### src/rtl/control_sequencer.sv
// -----------------------------------------------------------------------------
// control_sequencer
//   Hard-wired Moore control unit for a simple bus-based datapath. Every
//   instruction runs a common fetch (T0-T2), a decode step (T3) and, for
//   ALU-class opcodes, an execute/write-back tail (T4-T5, plus T6 for mul/div).
//   The halt opcode parks the sequencer in HALT until Clear.
//
// Ports
//   Clock            in   rising-edge clock for all state
//   Clear            in   asynchronous active-low reset
//   IR[31:0]         in   datapath instruction register; opcode = IR[31:27]
//   PC_Out, MDR_Out,
//   ZLO_Out, ZHI_Out out  bus-source selects
//   PC_In, MAR_In, MDR_In, IR_In, Y_In,
//   ZLO_In, ZHI_In, LO_In, HI_In
//                    out  register load enables
//   IncPC, Read      out  PC increment / memory read strobes
//   Gra, Grb, Grc,
//   R_In, R_Out      out  register-field select-and-encode controls
//   CONTROL[4:0]     out  ALU operation select (non-zero only in T4)
//   Run              out  high unless halted
//   Illegal          out  one-cycle pulse in T3 for an undefined opcode
// -----------------------------------------------------------------------------
module control_sequencer (
  input  logic        Clock,
  input  logic        Clear,
  input  logic [31:0] IR,
  output logic        PC_Out,
  output logic        MDR_Out,
  output logic        ZLO_Out,
  output logic        ZHI_Out,
  output logic        PC_In,
  output logic        MAR_In,
  output logic        MDR_In,
  output logic        IR_In,
  output logic        Y_In,
  output logic        ZLO_In,
  output logic        ZHI_In,
  output logic        LO_In,
  output logic        HI_In,
  output logic        IncPC,
  output logic        Read,
  output logic        Gra,
  output logic        Grb,
  output logic        Grc,
  output logic        R_In,
  output logic        R_Out,
  output logic [4:0]  CONTROL,
  output logic        Run,
  output logic        Illegal
);

  typedef enum logic [3:0] {
    S_RST  = 4'd0,
    S_T0   = 4'd1,
    S_T1   = 4'd2,
    S_T2   = 4'd3,
    S_T3   = 4'd4,
    S_T4   = 4'd5,
    S_T5   = 4'd6,
    S_T6   = 4'd7,
    S_HALT = 4'd8
  } state_t;

  localparam logic [4:0] OP_MUL  = 5'b01111;
  localparam logic [4:0] OP_DIV  = 5'b10000;
  localparam logic [4:0] OP_HALT = 5'b11011;

  state_t     r_state;
  state_t     w_next;
  logic [4:0] r_opcode;
  logic [4:0] w_ir_op;
  logic       w_unused_ir;

  // IR is itself a register in the datapath, so reading it live in T3 does
  // not create a glitch path; earlier states never look at it.
  assign w_ir_op     = IR[31:27];
  assign w_unused_ir = ^IR[26:0];

  function automatic logic is_muldiv(input logic [4:0] op);
    return (op == OP_MUL) || (op == OP_DIV);
  endfunction

  function automatic logic is_alu(input logic [4:0] op);
    return ((op >= 5'b00001) && (op <= 5'b01001)) || is_muldiv(op);
  endfunction

  // State and sampled-opcode registers
  always_ff @(posedge Clock or negedge Clear) begin
    if (!Clear) begin
      r_state  <= S_RST;
      r_opcode <= 5'b00000;
    end else begin
      r_state <= w_next;
      // Captured once at the end of T3 so T4-T6 ignore later IR changes.
      if (r_state == S_T3)
        r_opcode <= w_ir_op;
    end
  end

  // Next-state and Moore output decode
  always_comb begin
    w_next  = r_state;
    PC_Out  = 1'b0;
    MDR_Out = 1'b0;
    ZLO_Out = 1'b0;
    ZHI_Out = 1'b0;
    PC_In   = 1'b0;
    MAR_In  = 1'b0;
    MDR_In  = 1'b0;
    IR_In   = 1'b0;
    Y_In    = 1'b0;
    ZLO_In  = 1'b0;
    ZHI_In  = 1'b0;
    LO_In   = 1'b0;
    HI_In   = 1'b0;
    IncPC   = 1'b0;
    Read    = 1'b0;
    Gra     = 1'b0;
    Grb     = 1'b0;
    Grc     = 1'b0;
    R_In    = 1'b0;
    R_Out   = 1'b0;
    CONTROL = 5'b00000;
    Run     = 1'b1;
    Illegal = 1'b0;

    case (r_state)
      S_RST: begin
        w_next = S_T0;
      end
      S_T0: begin
        PC_Out = 1'b1;
        MAR_In = 1'b1;
        IncPC  = 1'b1;
        ZLO_In = 1'b1;
        w_next = S_T1;
      end
      S_T1: begin
        ZLO_Out = 1'b1;
        PC_In   = 1'b1;
        Read    = 1'b1;
        MDR_In  = 1'b1;
        w_next  = S_T2;
      end
      S_T2: begin
        MDR_Out = 1'b1;
        IR_In   = 1'b1;
        w_next  = S_T3;
      end
      S_T3: begin
        if (is_alu(w_ir_op)) begin
          Grb    = 1'b1;
          R_Out  = 1'b1;
          Y_In   = 1'b1;
          w_next = S_T4;
        end else if (w_ir_op == OP_HALT) begin
          w_next = S_HALT;
        end else begin
          Illegal = 1'b1;
          w_next  = S_T0;
        end
      end
      S_T4: begin
        Grc     = 1'b1;
        R_Out   = 1'b1;
        ZLO_In  = 1'b1;
        ZHI_In  = is_muldiv(r_opcode);
        // ALU select codes are the opcode shifted down by one.
        CONTROL = r_opcode - 5'd1;
        w_next  = S_T5;
      end
      S_T5: begin
        ZLO_Out = 1'b1;
        if (is_muldiv(r_opcode)) begin
          LO_In  = 1'b1;
          w_next = S_T6;
        end else begin
          Gra    = 1'b1;
          R_In   = 1'b1;
          w_next = S_T0;
        end
      end
      S_T6: begin
        ZHI_Out = 1'b1;
        HI_In   = 1'b1;
        w_next  = S_T0;
      end
      S_HALT: begin
        Run    = 1'b0;
        w_next = S_HALT;
      end
      default: begin
        w_next = S_RST;
      end
    endcase
  end

endmodule
### config.mk
export PLATFORM = sky130hd
export DESIGN_NAME = control_sequencer
export DESIGN_NICKNAME = d
export VERILOG_FILES = /design/src/rtl/control_sequencer.sv
export SDC_FILE = /design/constraint.sdc
export NUM_CORES = 1
export LEC_CHECK = 0
export ABC_AREA = 1
export BUFFER_PORTS_ARGS = -buffer_cell sky130_fd_sc_hd__buf_2
export CELL_PAD_IN_SITES_DETAIL_PLACEMENT = 0
export CELL_PAD_IN_SITES_GLOBAL_PLACEMENT = 1
export CORE_UTILIZATION = 26
export CTS_CLUSTER_DIAMETER = 200
export DETAILED_ROUTE_END_ITERATION = 10
export GPL_TIMING_DRIVEN = 1
export HOLD_SLACK_MARGIN = 0.05
export PLACE_DENSITY_LB_ADDON = 0.1
export SKIP_CTS_REPAIR_TIMING = 1
export SYNTH_ARGS = -nofsm -noshare
export SYNTH_HDL_FRONTEND = slang
export SYNTH_SLANG_ARGS = --single-unit
### constraint.sdc
create_clock -name Clock -period 2.8 [get_ports Clock]
set_clock_uncertainty 0.15 [all_clocks]
set_input_delay 0.56 -clock Clock [delete_from_list [all_inputs] [get_ports Clock]]
set_output_delay 0.56 -clock Clock [all_outputs]
set_load 0.05 [all_outputs]
* After elaboration in Yosys (flattened, before gate mapping)
Cells that the tools add are included.
** Cells by class
- $mul :: 0
- $lt $le $gt $ge :: 2
- Mux-type cells :: 24
- Divide/modulo/power cells :: 0
- Reductions and logical operators :: 8
- $add $sub $neg :: 1
- Equality and inequality tests :: 13
- Shift operators :: 0
- Bitwise operators :: 0
** Operators by type and width (number)
- one-hot mux 4 bit (8 select lines) :: 1
- 2-to-1 mux 1 bit :: 18
- equality test 4 x 3 -> 1 bit (second input constant) :: 4
- equality test 5 bit (second input constant) :: 3
- equality test 5 x 4 -> 1 bit (second input constant) :: 2
- equality test 4 x 2 -> 1 bit (second input constant) :: 2
- 2-to-1 mux 4 bit :: 2
- OR reduction 2 bit :: 3
- >= comparator 5 x 1 -> 1 bit (second input constant) :: 1
- <= comparator 5 x 4 -> 1 bit (second input constant) :: 1
- 2-to-1 mux 5 bit :: 1
- subtractor 5 x 1 -> 5 bit (second input constant) :: 1
- equality test 4 x 1 -> 1 bit (second input constant) :: 1
- equality test 4 bit (second input constant) :: 1
- zero test 4 bit :: 1
- logical OR 1 bit :: 3
- 2-to-1 mux 3 bit :: 1
- one-hot mux 1 bit (2 select lines) :: 1
- logical AND 1 bit :: 1
** Storage, ports and cells
- Memories :: 0
- ROM bits :: 0
- Memory bits (writable) :: 0
- Register bits after elaboration :: 9
- Bits in latches :: 0

* Depth between registers and ports, before layout
Gate-level depths: netlist (run 1).
- Depth in word-level cells :: 5
- Depth in mapped cells :: 9

* Worst setup path after synthesis (run 1)
OpenSTA, ideal clock, no wires.
- Kind :: flip-flop to output port
- From :: reg r_opcode[0]
- To :: out R_In
- Arrival :: 2.330 ns
- Slack :: -0.240 ns
- Data required time :: 2.090 ns
- Stages on the path, launching flop included :: 7
- Cells stage by stage :: dfrtp_1 > inv_1 > ha_1 > nand3_1 > nand2_1 > nor3_1 > buf_4
** Between the ends
- Longest elaborated chain between the ends :: 4
- Elaborated cells between the ends (all ways) :: 5
- Those cells by class :: eq/ne (2); mux (2); reduce/logical (1)
** RTL lines
- start: declaration :: line 71 : logic [4:0] r_opcode;
- start signal: assignment :: line 97 : r_opcode <= w_ir_op;
- equality test 5 x 4 -> 1 bit / equality test 5 bit (equally long branches) :: line 81 : return (op == OP_MUL) || (op == OP_DIV);
- logical OR 1 bit * :: line 81
- 2-to-1 mux 1 bit * (2 in a row)
- end: declaration :: line 46 : output logic R_In,
Mark *: on every way between the ends. The rest lies on a longest branch, timed or not.

* Worst setup path in the final report (run 1)
- From :: reg r_opcode[0]
- To :: out CONTROL[2]
** Between the ends
- Longest elaborated chain between the ends :: 2
** RTL lines
- subtractor 5 x 1 -> 5 bit :: line 170 : CONTROL = r_opcode - 5'd1;
- 2-to-1 mux 5 bit :: line 128 : case (r_state)
- end: declaration :: line 48 : output logic [4:0] CONTROL,
Every way passes these cells.

==> results of run 1 <==
-- final timing paths --
kind | from | endpoint | slack, ns | cells past startpoint
max in group asynchronous | Clear | r_opcode[2] | 1.80 | 2
min in group asynchronous | Clear | r_opcode[1] | 0.53 | 2
min | r_state[0] | r_state[0] | 0.39 | 1
max | r_opcode[0] | CONTROL[2] | 0.43 | 5
min reg2reg | r_state[0] | r_state[0] | 0.39 | 1
max reg2reg | r_opcode[0] | r_state[2] | 1.33 | 6
-- state kept, by name, summed over array words and instances, names as in the netlist --
signal / count
r_state: 4
r_opcode: 5
-- power by group through the flow --
| stage | Combinational (mW) | Sequential [mW] | Clock (mW) |
|---|---|---|---|
| final | 0.815 | 0.237 | 0.0922 |
| after global routing | 0.889 | 0.249 | 0.105 |
| after CTS | 0.822 | 0.237 | 0.0964 |
| after detailed placement | 0.820 | 0.239 | 0 |
| after global placement | 0.817 | 0.240 | 0 |
| after floorplan | 0.725 | 0.229 | 0 |
-- cells by family (layout without fill, tap and decap cells) --
| group | after synthesis | count (layout) |
|---|---|---|
| and+or+nand+nor | 59 | 59 |
| buffers and inverters | 27 | 56 |
| AOI/OAI and AO/OA | 11 | 11 |
| DFF | 9 | 9 |
| adders and majority gates | 2 | 2 |
-- per-stage QoR --
stage | utilization [%] | instances
floorplan | - | 108
global placement | 33.9 | 162
detailed placement | 33.9 | 162
CTS | 34.9 | 166
global route | 35.3 | 167
finish | 35.3 | 167
-- synthesized netlist by cell type, drive strengths merged --
| cell | number |
|---|---|
| nand2 | 28 |
| nand3b | 1 |
| o221ai | 1 |
| a21oi | 4 |
| a31oi | 1 |
| o21ai | 5 |
| buf | 9 |
| nor3 | 5 |
| nand4 | 2 |
| dfrtp | 9 |
| inv | 18 |
| nor2 | 17 |
| or2 | 1 |
| nor4 | 1 |
| ha | 2 |
| nand3 | 4 |
-- cell type report --
cell class / instances / area [um2]
multi-input combinational: 72 / 374
fill: 306 / 1660
inverter: 18 / 67.6
tap: 30 / 37.5
sequential: 9 / 225
clock buffer: 4 / 26.3
timing repair buffer: 34 / 175
-- critical path, stage by stage (launching register included) --
cell and delay (ns):
sky130_fd_sc_hd__dfrtp_1 0.38, sky130_fd_sc_hd__inv_1 0.10, sky130_fd_sc_hd__ha_1 0.24, sky130_fd_sc_hd__or2_2 0.30, sky130_fd_sc_hd__a21oi_1 0.13, sky130_fd_sc_hd__buf_2 0.27
-- per-layer routing --
layer / vias to the layer above / part of all wire, % / routed length, um / GRT usage, %
met4: 0 / 1.2 / 19 / 6.25
met2: 26 / 40 / 649 / 17.7
met3: 2 / 5.8 / 93 / 0.820
met5: - / 0 / 0 / 0
met1: 309 / 53 / 847 / 16.9
li1: 391 / - / - / -
==> run_results.csv, run 1 <==
group,metric,value,unit
outcome,outcome,"completed",
power_and_ir_drop,p_leak,0.532,nW
worst_setup_path,worst_ep_required_time,2.09,ns
sta,fin_tns_setup,0,ns
min_path,hold_path_class,"reg2reg",
power_and_ir_drop,p_total,1.14,mW
logic_synthesis,ys_seq_elements,9,
sta,timing.slew.headroom,79.2,%
sta,final.setup.worst_slack,0.429,ns
sta,hold_viol_final,0,
logic_synthesis,post_synth_instance_area,733,um2
place,dp_worst_setup_slack,0.556,ns
power_and_ir_drop,cell_internal_pwr,0.421,mW
logic_synthesis,yosys.area.top_type,"sky130_fd_sc_hd__dfrtp_1",
logic_synthesis,synthAdderAreaFrac,3.41,%
cts,worstSkewPairLatency,0.25,ns
logic_synthesis,synth_sequential_area_ratio,30.7,%
power_and_ir_drop,net-switching-power,0.722,mW
logic_synthesis,syn_nets,144,
layout,nNetsFinal,174,
sta,report.final.setup_viol,0,
place,dp.final_hpwl,1380,um
floorplan,floorplan_die_area,3040,um2
layout,mostFrequentLayoutCells,"sky130_fd_sc_hd__buf_2, sky130_fd_sc_hd__nand2_1, sky130_fd_sc_hd__nor2_1, sky130_fd_sc_hd__inv_1, sky130_fd_sc_hd__dfrtp_1",
cts,max-clock-path-buffers,2,
sta,worst_pin_slew,0.309,ns
worst_setup_path,end_kind,"output pin",
power_and_ir_drop,switching_share_of_power,63.2,%
sta,final.min_clock_period,2.37,ns
worst_setup_path,crit_path_max_fanout,4,
layout,mostFrequentLayoutCell,"sky130_fd_sc_hd__buf_2",
place,placed_cell_area,870,um2
logic_synthesis,synth_mux_area_share,0,%
floorplan,core.rowCount,18,
routing,detail_route.vias_per_cell,4.36,
sta,maxClockFrequency,422,MHz
logic_synthesis,largest_family_of_logic_cells_by_synthesized_area,"simple AND/OR/NAND/NOR gates",
flow_run,max_cap_viol_count,0,
logic_synthesis,synth_largest_type_area_fraction,30.7,%
logic_synthesis,synth_xor_xnor_area_share,0,%
floorplan,die_x,55.1,um
logic_synthesis,synthSimpleGateAreaFrac,38.7,%
layout,post_route_cell_area,906,um2
power_and_ir_drop,sequentialPowerShare,20.7,%
logic_synthesis,synth.distinct_cells,22,
floorplan,starting_utilization_of_the_core_area,28.6,%
worst_setup_path,worst_ep_arrival_time,1.66,ns
cts,htree_num_levels,1,
logic_synthesis,syn_area_per_cell,6.79,um2
cts,clkSlewWorstSetupHoldPaths,0.05,ns
floorplan,die_height,55.1,um
cts,tritoncts.num_buffers,3,
logic_synthesis,synth_compound_gate_area_share,8.19,%
routing,postRouteAntennaNets,0,
cts,ctsRootBufferMaster,"sky130_fd_sc_hd__clkbuf_4",
worst_setup_path,timing.critical_path.from_type,"register",
layout,area_growth_syn_to_layout,23.5,%
global_route,initial_antenna_violation_count,0,
worst_setup_path,critical_path_class,"reg2out",
routing,drc,0,
global_route,pin_count_of_the_biggest_net_entering_global_routing,14,
global_route,overflow,0,
logic_synthesis,yosys-top-cells-area,"sky130_fd_sc_hd__dfrtp_1, sky130_fd_sc_hd__nand2_1, sky130_fd_sc_hd__buf_4, sky130_fd_sc_hd__inv_1, sky130_fd_sc_hd__nor2_1",
routing,routed-via-count,728,
global_route,via_count_of_the_first_global_routing_pass,613,
cts,tritoncts_num_sinks,9,
global_route,grt.total_usage,11.8,%
logic_synthesis,synth-warning-count,0,
sta,timing_max_transition_violations_final,0,
place,placement.io_buffers,33,
power_and_ir_drop,powerDensity,1260,nW/um2
routing,drt_wl_total,1610,um
floorplan,floorplan.io_pins,61,
routing,drt_first_iter_violations,8,
layout,antenna_cells,0,
layout,layout-drive-gt1-share,34.3,%
cts,tritoncts,"built",
global_route,grt_first_pass_wirelength,2570,um
place,gp_congestion,0.723,
logic_synthesis,postSynthCellCount,108,
sta,fin_crit_sh,84.7,%
power_and_ir_drop,combinationalPowerShare,71.2,%
power_and_ir_drop,share_clk_of_total_power,8.1,%
floorplan,floorplan.core_area,2570,um2
power_and_ir_drop,irDropWorstVdd,0.728,mV
sta,final.hold.worst_slack,0.395,ns
sta,rsz_0062_raised_after_global_routing,"no",
routing,detailedRoute.firstPassIterationCount,4,
routing,wl_per_cell,9.64,um
Note: power is estimated with default switching activity, not from simulation.
==> inputs of run 2 (changes only) <==
- CORE_UTILIZATION: 26 -> 24
- clock period: 2.8 -> 2.5 ns (I/O delays scaled with it)
==> run 2 against run 1 <==
Net effect: the run now ends with design-rule violations left; utilization decreased by 2.6 points; sequential power rose by 12%; count of clock-buffer cells in the layout is the same; critical path type unchanged; critical endpoint unchanged; highest routed layer unchanged.
==> run_results.csv, run 2 (synthesized netlist as in run 1, its figures left out) <==
group,metric,value,unit
sta,timing.slew.headroom,78.6,%
worst_setup_path,critical_path_class,"reg2out",
place,dp.final_hpwl,1420,um
power_and_ir_drop,cell_internal_pwr,0.480,mW
global_route,via_count_of_the_first_global_routing_pass,627,
global_route,grt_first_pass_wirelength,2740,um
outcome,failing_checks,"design-rule violations",
routing,drt_first_iter_violations,17,
power_and_ir_drop,combinationalPowerShare,71.5,%
sta,report.final.setup_viol,0,
global_route,pin_count_of_the_biggest_net_entering_global_routing,14,
layout,mostFrequentLayoutCell,"sky130_fd_sc_hd__buf_2",
cts,worstSkewPairLatency,0.25,ns
routing,detail_route.vias_per_cell,4.31,
cts,tritoncts_num_sinks,9,
sta,worst_pin_slew,0.318,ns
sta,rsz_0062_raised_after_global_routing,"no",
layout,biggestRegsByFlops,"r_opcode: 5 flops, r_state: 4 flops",
power_and_ir_drop,net-switching-power,0.822,mW
floorplan,floorplan.io_pins,61,
layout,area_growth_syn_to_layout,26.1,%
routing,wl_per_cell,9.94,um
sta,fin_tns_setup,0,ns
min_path,hold_path_class,"in2reg",
routing,detailedRoute.firstPassIterationCount,7,
worst_setup_path,critical_path.n_buffers_inverters,2,
global_route,grt.total_usage,10.7,%
worst_setup_path,timing.critical_path.slowest_stage_cell,"sky130_fd_sc_hd__dfrtp_1",
power_and_ir_drop,p_leak,0.539,nW
floorplan,floorplan_die_area,3280,um2
sta,timing_max_transition_violations_final,0,
power_and_ir_drop,switching_share_of_power,63.1,%
worst_setup_path,crit_path_max_fanout,4,
power_and_ir_drop,irDropWorstVdd,0.459,mV
cts,htree_num_levels,1,
worst_setup_path,worst_ep_required_time,1.85,ns
worst_setup_path,timing.critical_path.max_delay_family,"flip-flops",
routing,drc,3,
layout,mostFrequentLayoutCells,"sky130_fd_sc_hd__buf_2, sky130_fd_sc_hd__nand2_1, sky130_fd_sc_hd__nor2_1, sky130_fd_sc_hd__inv_1, sky130_fd_sc_hd__dfrtp_1",
routing,drt_wl_total,1680,um
sta,final.hold.worst_slack,0.364,ns
layout,antenna_cells,0,
floorplan,core.rowCount,19,
sta,hold_viol_final,0,
floorplan,floorplan.core_area,2830,um2
floorplan,die_height,57.3,um
sta,maxClockFrequency,430,MHz
place,placement.io_buffers,33,
routing,routed-via-count,728,
worst_setup_path,slowest_stage_delay_on_critical_path,0.39,ns
floorplan,die_x,57.3,um
cts,clkSlewWorstSetupHoldPaths,0.06,ns
global_route,overflow,0,
layout,max_flop_register,"r_opcode",
power_and_ir_drop,powerDensity,1410,nW/um2
cts,tritoncts,"built",
power_and_ir_drop,share_clk_of_total_power,8.1,%
worst_setup_path,worst_ep_arrival_time,1.67,ns
sta,final.min_clock_period,2.32,ns
cts,max-clock-path-buffers,2,
cts,tritoncts.num_buffers,3,
floorplan,starting_utilization_of_the_core_area,25.9,%
global_route,initial_antenna_violation_count,0,
worst_setup_path,crit_path_cell_trace,"inv_1 > ha_1 > or2_2 > a21oi_1 > buf_2",
layout,nNetsFinal,175,
sta,fin_crit_sh,93.0,%
worst_setup_path,end_kind,"output pin",
layout,layout-drive-gt1-share,36.2,%
outcome,outcome,"complete, but fails checks",
worst_setup_path,timing.critical_path.from_type,"register",
place,gp_congestion,0.731,
cts,ctsRootBufferMaster,"sky130_fd_sc_hd__clkbuf_4",
flow_run,max_cap_viol_count,0,
layout,largest_register_ff_count,5,
power_and_ir_drop,sequentialPowerShare,20.3,%
routing,postRouteAntennaNets,0,
[run 2: changes by cell type in the layout (fill, tap and decap cells not counted), sizes merged]
cell / change
buf: +1
[run 2: per-stage QoR]
stage / instance area [um2] / instances / setup WS (ns) / power, mW / util (%)
floorplan: 748 / 108 / 0.0115 / 1.08 / -
global placement: 881 / 163 / 0.381 / 1.20 / 31.1
detailed placement: 881 / 163 / 0.363 / 1.20 / 31.1
CTS: 907 / 167 / 0.138 / 1.31 / 32.1
global route: 925 / 169 / 0.0492 / 1.40 / 32.7
finish: 925 / 169 / 0.175 / 1.30 / 32.7
[run 2: worst paths after layout]
check / start / to / slack [ns] / cells past startpoint
worst max-delay path: r_opcode[0] / CONTROL[2] / 0.18 / 5
worst min-delay path: IR[28] / r_opcode[1] / 0.36 / 3
worst max register to register: r_opcode[0] / r_state[2] / 1.01 / 6
worst min register to register: r_state[0] / r_state[0] / 0.40 / 1
max in group asynchronous: Clear / r_opcode[2] / 1.56 / 2
min in group asynchronous: Clear / r_opcode[4] / 0.47 / 2
[run 2: power by group through the flow]
stage	Clock (mW)	Combinational [mW]	Sequential (mW)
after floorplan	0	0.822	0.256
after global placement	0	0.933	0.268
after detailed placement	0	0.929	0.268
after CTS	0.110	0.932	0.266
after global routing	0.126	1.00	0.275
final	0.106	0.931	0.265
[run 2: worst register-to-register path: cells and delay by family, from the launching register on]
family,cells,cell delay (ns)
AO/OA/AOI/OAI,1,0.18
flip-flops,1,0.39
AND/OR/NAND/NOR,3,0.33
adder cells (fa/ha/maj),1,0.24
buffers and inverters,1,0.09
[run 2: routing by layer]
layer / global-route usage [%] / part of all wire, % / vias up / wire length, um
met5: 0 / 0 / - / 0
met4: 6.27 / 1.1 / 0 / 19
met3: 0.680 / 4.7 / 2 / 79
met2: 15.3 / 40 / 21 / 676
met1: 15.8 / 54 / 315 / 905
li1: - / - / 390 / -
[run 2: cell type report]
class | count | area [um2]
clock buffers | 4 | 26.3
fillers | 327 | 1900
inverters | 18 | 67.6
multi-input cells | 72 | 384
flip-flops and latches | 9 | 225
well taps | 31 | 38.8
repair buffers | 35 | 183
==> inputs of run 3 (changes only) <==
- ABC_AREA: 1 -> default
- CORE_UTILIZATION: 24 -> 25
==> run 3 against run 2 <==
Net effect: the flow now finishes without violations; count of clock-buffer cells in the layout is the same; critical path type unchanged; final cell count fell by 12%; combinational power increased by 3.2%; routed wire length is 4.0% lower; critical endpoint is now CONTROL[4]; maximum frequency down 2.6%.
==> run_results.csv, run 3 <==
group,metric,value,unit
logic_synthesis,synth_mux_area_share,5.60,%
power_and_ir_drop,powerDensity,1460,nW/um2
global_route,overflow,0,
global_route,initial_antenna_violation_count,0,
routing,drc,0,
routing,routed-via-count,661,
layout,antenna_cells,0,
routing,detail_route.vias_per_cell,4.47,
flow_run,max_cap_viol_count,0,
worst_setup_path,critical_path.n_buffers_inverters,1,
worst_setup_path,end_kind,"output pin",
logic_synthesis,synthAdderAreaFrac,3.40,%
routing,wl_per_cell,10.9,um
layout,mostFrequentLayoutCells,"sky130_fd_sc_hd__buf_2, sky130_fd_sc_hd__nor2_1, sky130_fd_sc_hd__dfrtp_1",
routing,detailedRoute.firstPassIterationCount,3,
worst_setup_path,critical_path_class,"reg2out",
logic_synthesis,synth_largest_type_area_fraction,30.6,%
sta,hold_viol_final,0,
logic_synthesis,syn_nets,124,
layout,biggestRegsByFlops,"r_opcode: 5 flops, r_state: 4 flops",
floorplan,die_x,56.3,um
layout,largest_register_ff_count,5,
power_and_ir_drop,net-switching-power,0.809,mW
routing,drt_first_iter_violations,7,
power_and_ir_drop,p_total,1.37,mW
min_path,hold_path_class,"in2reg",
place,dp.final_hpwl,1260,um
power_and_ir_drop,share_clk_of_total_power,7.9,%
logic_synthesis,yosys-top-cells-area,"sky130_fd_sc_hd__dfrtp_1, sky130_fd_sc_hd__buf_4, sky130_fd_sc_hd__nor2_1, sky130_fd_sc_hd__nor3_1, sky130_fd_sc_hd__mux2_4",
worst_setup_path,worst_ep_required_time,1.85,ns
sta,maxClockFrequency,419,MHz
power_and_ir_drop,switching_share_of_power,58.9,%
logic_synthesis,synth.distinct_cells,33,
cts,htree_num_levels,1,
logic_synthesis,yosys-top-cells-count,"sky130_fd_sc_hd__nor2_1, sky130_fd_sc_hd__buf_4, sky130_fd_sc_hd__dfrtp_1",
cts,tritoncts.num_buffers,3,
sta,fin_crit_sh,95.5,%
global_route,pin_count_of_the_biggest_net_entering_global_routing,12,
floorplan,core.rowCount,19,
layout,fill_cells,303,
global_route,via_count_of_the_first_global_routing_pass,577,
logic_synthesis,synth-warning-count,0,
floorplan,floorplan.io_pins,61,
sta,timing.slew.headroom,83.4,%
sta,rsz_0062_raised_after_global_routing,"yes",
logic_synthesis,synth_compound_gate_area_share,12.7,%
layout,finalCoreUtilization,33.8,%
sta,final.min_clock_period,2.39,ns
cts,worstSkewPairLatency,0.25,ns
logic_synthesis,largest_family_of_logic_cells_by_synthesized_area,"simple AND/OR/NAND/NOR gates",
cts,ctsRootBufferMaster,"sky130_fd_sc_hd__clkbuf_4",
sta,final.setup.worst_slack,0.113,ns
logic_synthesis,ys.flop_type,"sky130_fd_sc_hd__dfrtp_1",
floorplan,floorplan_die_area,3170,um2
worst_setup_path,timing.critical_path.from_type,"register",
layout,nNetsFinal,154,
routing,postRouteAntennaNets,0,
sta,fin_tns_setup,0,ns
logic_synthesis,post_synth_instance_area,737,um2
global_route,grt.total_usage,10.7,%
floorplan,floorplan.core_area,2780,um2
logic_synthesis,synth_xor_xnor_area_share,4.75,%
logic_synthesis,synthSimpleGateAreaFrac,27.0,%
power_and_ir_drop,sequentialPowerShare,22.0,%
worst_setup_path,crit_path_max_fanout,8,
cts,tritoncts_num_sinks,9,
floorplan,die_height,56.3,um
global_route,grt_first_pass_wirelength,2620,um
logic_synthesis,synth-edff-count,0,
power_and_ir_drop,irDropWorstVdd,0.642,mV
logic_synthesis,syn_area_per_cell,8.37,um2
routing,drt_wl_total,1610,um
cts,tritoncts,"built",
worst_setup_path,timing.critical_path.max_delay_family,"simple AND/OR/NAND/NOR gates",
logic_synthesis,yosys.area.top_type,"sky130_fd_sc_hd__dfrtp_1",
place,placement.io_buffers,33,
sta,report.final.setup_viol,0,
cts,clkSlewWorstSetupHoldPaths,0.06,ns
place,dp_worst_setup_slack,0.230,ns
outcome,outcome,"completed",
layout,layout-drive-gt1-share,45.3,%
logic_synthesis,post-synth-top-count-cell,"sky130_fd_sc_hd__nor2_1",
sta,timing_max_transition_violations_final,0,
floorplan,starting_utilization_of_the_core_area,26.5,%
sta,worst_pin_slew,0.249,ns
layout,mostFrequentLayoutCell,"sky130_fd_sc_hd__buf_2",
logic_synthesis,ys_seq_elements,9,
place,gp_congestion,0.680,
logic_synthesis,synth_sequential_area_ratio,30.6,%
power_and_ir_drop,combinationalPowerShare,70.1,%
power_and_ir_drop,p_leak,0.509,nW
layout,max_flop_register,"r_opcode",
layout,area_growth_syn_to_layout,27.7,%
worst_setup_path,slowest_stage_delay_on_critical_path,0.46,ns
worst_setup_path,crit_path_cell_trace,"nand2b_1 > or2_2 > nor2_1 > buf_2",
cts,max-clock-path-buffers,2,
logic_synthesis,postSynthCellCount,88,
logic_synthesis,synthArstFlopShare,100,%
worst_setup_path,timing.critical_path.slowest_stage_cell,"sky130_fd_sc_hd__dfrtp_1",
worst_setup_path,worst_ep_arrival_time,1.74,ns
power_and_ir_drop,cell_internal_pwr,0.563,mW
run 3: path summary, 6_finish.rpt:
check,slack (ns),startpoint,to,cells past startpoint
worst max-delay path,0.11,r_state[1],CONTROL[4],4
worst min-delay path,0.37,IR[30],r_opcode[3],2
worst max register to register,0.88,r_opcode[0],r_state[2],6
worst min register to register,0.42,r_opcode[4],r_opcode[4],2
max in group asynchronous,1.55,Clear,r_state[1],2
min in group asynchronous,0.47,Clear,r_opcode[1],2
run 3: worst reg2reg max path, delay by kind of cell (launching register included):
family	cells	cell delay, ns
compound gates	3	0.40
buf+inv	1	0.17
fa+ha+maj	1	0.20
flops	1	0.42
simple gates	1	0.17
run 3: layer usage:
layer,vias to the layer above,wire length (um),GRT usage (%)
met5,-,0,0
met3,2,48,1.38
li1,345,-,-
met2,18,680,16.5
met1,296,863,14.4
met4,0,19,6.27
run 3: through the flow:
| stage | hold slack (ns) | cells | cell area [um2] |
|---|---|---|---|
| floorplan | 0.0544 | 88 | 759 |
| global placement | 0.211 | 143 | 895 |
| detailed placement | 0.213 | 143 | 895 |
| CTS | -0.0636 | 147 | 921 |
| global route | 0.369 | 148 | 941 |
| finish | 0.373 | 148 | 941 |
run 3: cell families (layout without fill, tap and decap cells):
logic type                 count (synthesis)  after routing
AOI/OAI and AO/OA                         15             15
xor gates and xnor gates                   4              4
adders and majority gates                  2              2
buffers and inverters                     18             47
DFF                                        9              9
muxes                                      3              3
and+or+nand+nor                           37             37
run 3: area by class of cell:
| type | count | area [um2] | area share (%) |
|---|---|---|---|
| clock buffer | 4 | 26.3 | 2.79 |
| inverter | 5 | 18.8 | 1.99 |
| multi-input combinational | 61 | 417 | 44.3 |
| sequential | 9 | 225 | 23.9 |
| tap | 31 | 38.8 | 4.12 |
| timing repair buffer | 38 | 215 | 22.9 |
run 3: power groups by stage:
stage               Combinational, mW  Sequential (mW)  Clock (mW)
finish                          0.961            0.302       0.108
global route                     1.02            0.319       0.122
CTS                             0.964            0.304       0.113
detailed placement              0.961            0.307           0
global placement                0.959            0.306           0
floorplan                       0.895            0.264           0
